`config.mk`:
```
export PLATFORM = sky130hd
export DESIGN_NAME = serial_adder
export DESIGN_NICKNAME = d
export VERILOG_FILES = /design/src/rtl/serial_adder.sv
export SDC_FILE = /design/constraint.sdc
export NUM_CORES = 1
export LEC_CHECK = 0
export BUFFER_PORTS_ARGS = -buffer_cell sky130_fd_sc_hd__buf_2
export CORE_ASPECT_RATIO = 1.75
export CORE_MARGIN = 2
export CORE_UTILIZATION = 25
export CTS_CLUSTER_SIZE = 28
export DETAILED_ROUTE_END_ITERATION = 8
export GPL_TIMING_DRIVEN = 0
export PLACE_DENSITY = 0.47
export SLEW_MARGIN = 20
export SYNTH_ARGS = -nofsm -noshare
export SYNTH_HDL_FRONTEND = slang
export SYNTH_SLANG_ARGS = --single-unit
```
`constraint.sdc`:
```
create_clock -name clk -period 1.7 [get_ports clk]
set_input_delay 0.17 -clock clk [delete_from_list [all_inputs] [get_ports clk]]
set_output_delay 0.17 -clock clk [all_outputs]
set_load 0.05 [all_outputs]
```
`src/rtl/serial_adder.sv`:
```
// serial_adder: bit-serial LSB-first adder using a single full-adder slice and one carry flop
module serial_adder #(
  parameter int N = 8
) (
  input  logic         clk,
  input  logic         reset,
  input  logic         start,
  input  logic [N-1:0] A,
  input  logic [N-1:0] B,
  input  logic         cin,
  output logic         busy,
  output logic         done,
  output logic [N-1:0] S,
  output logic         cout
);
  localparam int CW = $clog2(N) + 1;
  typedef enum logic [1:0] {IDLE, ADD, DONE} state_t;
  state_t         state, state_n;
  logic [N-1:0]   a_sr, b_sr, r_sr;
  logic           c;
  logic [CW-1:0]  cnt;
  logic           sb, cn, last;
  assign sb   = a_sr[0] ^ b_sr[0] ^ c;
  assign cn   = (a_sr[0] & b_sr[0]) | (a_sr[0] & c) | (b_sr[0] & c);
  assign last = cnt == CW'(N - 1);
  assign busy = state == ADD;
  assign done = state == DONE;
  // state register
  always_ff @(posedge clk or posedge reset)
    if (reset) state <= IDLE;
    else       state <= state_n;
  // next state: ADD runs for exactly N bits, DONE lasts one cycle
  always_comb begin
    state_n = state;
    state_n = state == IDLE ? (start ? ADD : IDLE) :
              state == ADD  ? (last ? DONE : ADD) : IDLE;
  end
  // datapath: operand capture, one full-adder slice per cycle, result load on final bit
  always_ff @(posedge clk or posedge reset)
    if (reset) begin
      a_sr <= '0;
      b_sr <= '0;
      r_sr <= '0;
      c    <= 1'b0;
      cnt  <= '0;
      S    <= '0;
      cout <= 1'b0;
    end else if (state == IDLE && start) begin
      a_sr <= A;
      b_sr <= B;
      c    <= cin;
      cnt  <= '0;
    end else if (state == ADD) begin
      a_sr <= a_sr >> 1;
      b_sr <= b_sr >> 1;
      r_sr <= {sb, r_sr[N-1:1]};
      c    <= cn;
      cnt  <= cnt + CW'(1);
      if (last) begin
        S    <= {sb, r_sr[N-1:1]};
        cout <= cn;
      end
    end
endmodule
```
# After elaboration in Yosys (flattened, before gate mapping)

Index checks and enable logic that the tools add are counted.

Register bits after elaboration: 40
Input port bits: 20
Output and inout port bits: 11
Word-level logic and storage cells: 37

$add $sub $neg: 1
Equal/unequal tests: 3
Mux-type cells: 12
Bitwise operators: 8
Reductions and logical operators: 5

Operators by type and width:

| operator            | count |
|---|---|
| $mux 8              | 4 |
| $mux 4              | 2 |
| $mux 2              | 3 |
| $add 4x1->4 const B | 1 |
| $eq 4x3->1 const B  | 1 |
| $and 1x1->1         | 3 |
| $mux 1              | 3 |
| $reduce_and 3->1    | 1 |
| $eq 2x1->1 const B  | 1 |
| $eq 2x2->1 const B  | 1 |
| $logic_not 2->1     | 1 |
| $or 1x1->1          | 2 |
| $reduce_and 2->1    | 1 |
| $reduce_bool 2->1   | 1 |
| $xor 1x1->1         | 2 |
| $logic_and 1x1->1   | 1 |
| $not 1->1           | 1 |

# Depth between registers and ports, before layout

Word-level depth: 5
Mapped depth: 6
Gate-level depth less buffers: 4

# Worst setup path after synthesis

No wires, ideal clock.

Kind: register to register
Start point: reg state[1]
End point: reg S[0]
Library setup time: 0.125 ns
Arrival time: 1.357 ns
Data required time: 1.575 ns
Slack: 0.219 ns
Stages on the path, launching flop included: 5
Path buffers: 1
Clock period less this slack: 1.481 ns
Cell sequence: dfrtp_1 nand2b_1 buf_2 nor3_4 mux2_2

Longest elaborated chain between the ends: 4
Elaborated cells between the ends (all ways): 5
Classes of those cells: 1 x eq/ne; 1 x bitwise; 3 x reduce/logical

Ends and longest elaborated chain:

| item                                  | line | RTL |
|---|---|---|
| from (decl)                           | 18   | `state_t state, state_n;` |
| from (signal assigned)                | 31   | `else state <= state_n;` |
| $logic_not 2->1                       | 48   | `end else if (state == IDLE && start) begin` |
| $logic_and 1x1->1                     | 48   |  |
| $not 1->1 (no source line)            | -    |  |
| $reduce_and 3->1 (no source line) (*) | -    |  |
| to (signal assigned)                  | 60   | `S <= {sb, r_sr[N-1:1]};` |
| to (decl)                             | 13   | `output logic [N-1:0] S,` |

Mark *: on every way between the ends. The rest lies on a longest branch, timed or not.
A chain may end at the register's enable or synchronous reset.

# Worst setup path after layout

Start point: reg state[0]
End point: out busy

Longest elaborated chain between the ends: 1

Ends and longest elaborated chain:

| item       | line | RTL |
|---|---|---|
| $eq 2x1->1 | 26   | `assign busy = state == ADD;` |
| to (decl)  | 11   | `output logic busy,` |

Every way passes these cells.

==> summary.md <==
| Metric | Value |
|---|---|
| DRC violations left | 0 |
| Port Buffer Count | 30 |
| Most frequent cells in the layout | nand2_1, dfrtp_1, buf_2, a22oi_1, mux2_2 |
| Compound-Gate Fraction of Synth Area | 10.94% |
| Antenna Nets Post-Route | 0 |
| Fraction of registers with async set/reset | between 90% and 100% |
| Final Slew Violations | 0 |
| Met3 Usage GRT | 3.071% |
| Total core area | 6181 sq um |
| Tot Pwr | 3.770 mW |
| CP required | 1.53 ns |
| R2R depth | 5 |
| Reg clk slew, reported paths | ~0.08 ns |
| Fmax | 619.0 MHz |
| Slew of the pin with the lowest slew margin | approximately 0.48 ns |
| Ys flop type | dfrtp_1 |
| Placed cell areas | 1879 sq um |
| Skew-Pair Late Insertion Delay | 0.29 ns |
| Layout cells sized above 1 | roughly 29% |
| Endpoints failing hold | 0 |
| CP Depth | 5 |
| Ys Warns | 0 |
| First-pass GRT wire length | a little under 6 mm |
| CP startpoint kind | register |
| Die area | 7088 sq um |
| CP max stage cell | dfrtp_1 |
| DR vias/cell | between 4 and 5 |
| Fin util | 32.61% |
| Grt met2 use | 19.57% |
| EDFF count, synth | 0 |
| Slew Limit Headroom | around 70% |
| LEAKAGE | 1.011 nW |
| GR Util All Layers | between 10% and 20% |
| RSZ-0062 raised after global routing | false |
| Power density cells | about 1900 nW/um^2 |
| Synth Register Bits | 39 |
| Final Cell Area | just over 2000 sq um |
| Total grt overflow | 0 |
| Most used routing layer | met2 |
| Clk sinks | 39 |
| Cell area after synthesis | 1602 sq um |
| Final GP Congestion | 0.7292 |
| CP max stage delay | roughly 0.42 ns |
| Core Rows | 38 |
| Final net count | 215 |
| Post-DP HPWL | between 2 and 2.5 mm |
| N_diodes | 0 |
| Die height | approximately 110 microns |
| Routed len/inst | 12.26 microns |
| Initial antenna violation count | 0 |
| CP Max Fanout | 10 |
| First-pass detailed-route iteration total | 4 |
| Top Ports | 31 |
| CTS tree | done |
| Min Clock Period, post-route | about 1.6 ns |
| DR iter-0 viols | 31 |
| Final wirelength | 3.358 mm |
| Setup TNS | 0 ns |
| CTS buffer count | 5 |
| Largest family of logic cells by synthesized area | simple AND/OR/NAND/NOR gates |
| Largest net degree at the start of global routing | 23 |
| Post-synthesis instance total | roughly 150 |
| Seq/Total Area, Yosys | 60.94% |
| Commonest non-fill, non-tap cell in the layout | nand2_1 |
| Adder and majority gate portion of the synthesized area | 2.031% |
| Crit. End Element | primary output |
| Synth Area in Simple Gates | between 10% and 20% |
| Hold Path Stages | 3 |
| Worst EP arrival | ~1.5 ns |
| Status | finished, final reports clean |
| Clk buf depth | 2 |
| Final setup viols | 0 |
| Mux contribution to synthesized area | 6.328% |
| Vias | 1216 |
| Die X | 64.51 microns |
| WP buf/inv | 4 |
| # Max-Cap Violations | 0 |
| Critical path class | register to primary output |
| Vias in the first global route | roughly 1300 |
| Area grow syn2layout | 25.86% |
| Fin Clk Skew | approximately 0.0077 ns |
| Final worst path period share | a little over nine tenths |
| Post-synthesis xor/xnor area fraction | 0% |
| Cell family with most CP delay | buffers and inverters |
| Worst min path class | input port to register |
| Worst vdd ir | 0.7076 mV |
| Syn Area/Cell | 10.54 sq um |
| Post-synthesis net count | approximately 170 |
| Clk Tree Root Cell | clkbuf_8 |
| Starting Density | 25.91% |
| Critical path, cell by cell | nand2b_1 > buf_2 > clkinv_4 > buf_4 > buf_6 |
| Global Route met1 Usage | 12.57% |
| Htree depth | 2 |
| Distinct cell type count after synthesis | 20 |
## logic make-up (layout without fill, tap and decap cells)
kind of cell	Yosys count	count (layout)
AO/OA/AOI/OAI	26	26
flip-flops	39	39
multiplexers	9	9
buffers and inverters	10	52
adder cells (fa/ha/maj)	2	2
AND/OR/NAND/NOR	66	66
## synthesized netlist by cell type (2+ instances only)
master    number  area [sq um]
a22oi_1       15         112.6
nand2_1       59         221.5
dfrtp_1       39         975.9
mux2_2         9         101.4
a21oi_1        2         10.01
nand2b_1       2         12.51
o21ai_0        7         35.03
inv_1          2         7.510
buf_2          3         15.01
clkbuf_1       4         15.01
## power by group
group	switching (mW)	internal [mW]
registers	0.232	1.32
clock network	0.310	0.288
logic	1.05	0.571
total	1.59	2.18
## final timing paths
check,from,endpoint,slack [ns]
setup / recovery,state[0]$_DFF_PP0_,busy,0.08
hold / removal,B[7],b_sr[7]$_DFFE_PP0P_,0.09
setup reg to reg,cnt[0]$_DFFE_PP0P_,cout$_DFFE_PP0P_,0.17
hold reg to reg,r_sr[1]$_DFFE_PP0P_,r_sr[1]$_DFFE_PP0P_,0.48
max in group asynchronous,reset,cnt[3]$_DFFE_PP0P_,0.82
min in group asynchronous,reset,cnt[2]$_DFFE_PP0P_,0.42
## sequential cells by signal (all words and copies together), names as in the netlist
name,count
cout,1
a_sr,8
state,2
r_sr,7
cnt,4
b_sr,8
S,8
c,1
## final cells by class
class | count | area, sq um
Buffer | 7 | 32.53
Inverter | 3 | 16.27
Clock inverter | 1 | 5.005
Fill cell | 676 | 4165
Sequential cell | 39 | 975.9
Clock buffer | 7 | 76.32
Timing Repair Buffer | 34 | 221.5
Tap cell | 80 | 100.1
Multi-Input combinational cell | 103 | 588.1
## metrics by stage
step	hold WS (ns)	cells	setup slack [ns]
finish	0.08926	274	0.08444
global route	0.09046	274	0.0007178
CTS	0.08291	274	0.02483
detailed placement	0.1967	263	-0.05795
global placement	0.3879	262	-0.04801
floorplan	0.2868	152	0.2185
## worst reg2reg max path, cell delays in order, from the launching register on
cell and delay [ns]:
dfrtp_1 0.39, ha_1 0.20, nand2_1 0.11, nor3_4 0.23
buf_12 0.16, mux2_2 0.33
## repair_timing
action,CTS,global route
endpoints found under the setup margin,20,1
gates cloned,0,0
buffers inserted,2,0
hold endpoints to repair,17,0
pin swaps,1,0
hold buffers,1,0
resized for setup,5,1
## routing by layer
| metal | share of wire [%] | vias to the layer above | wire, microns |
|---|---|---|---|
| met3 | 5.3 | 5 | 177 |
| met4 | 1.4 | 0 | 48 |
| met2 | 53 | 31 | 1769 |
| met1 | 41 | 587 | 1362 |
| met5 | 0 | - | 0 |
| li1 | - | 593 | - |
Note: power is estimated with default switching activity, not from simulation.
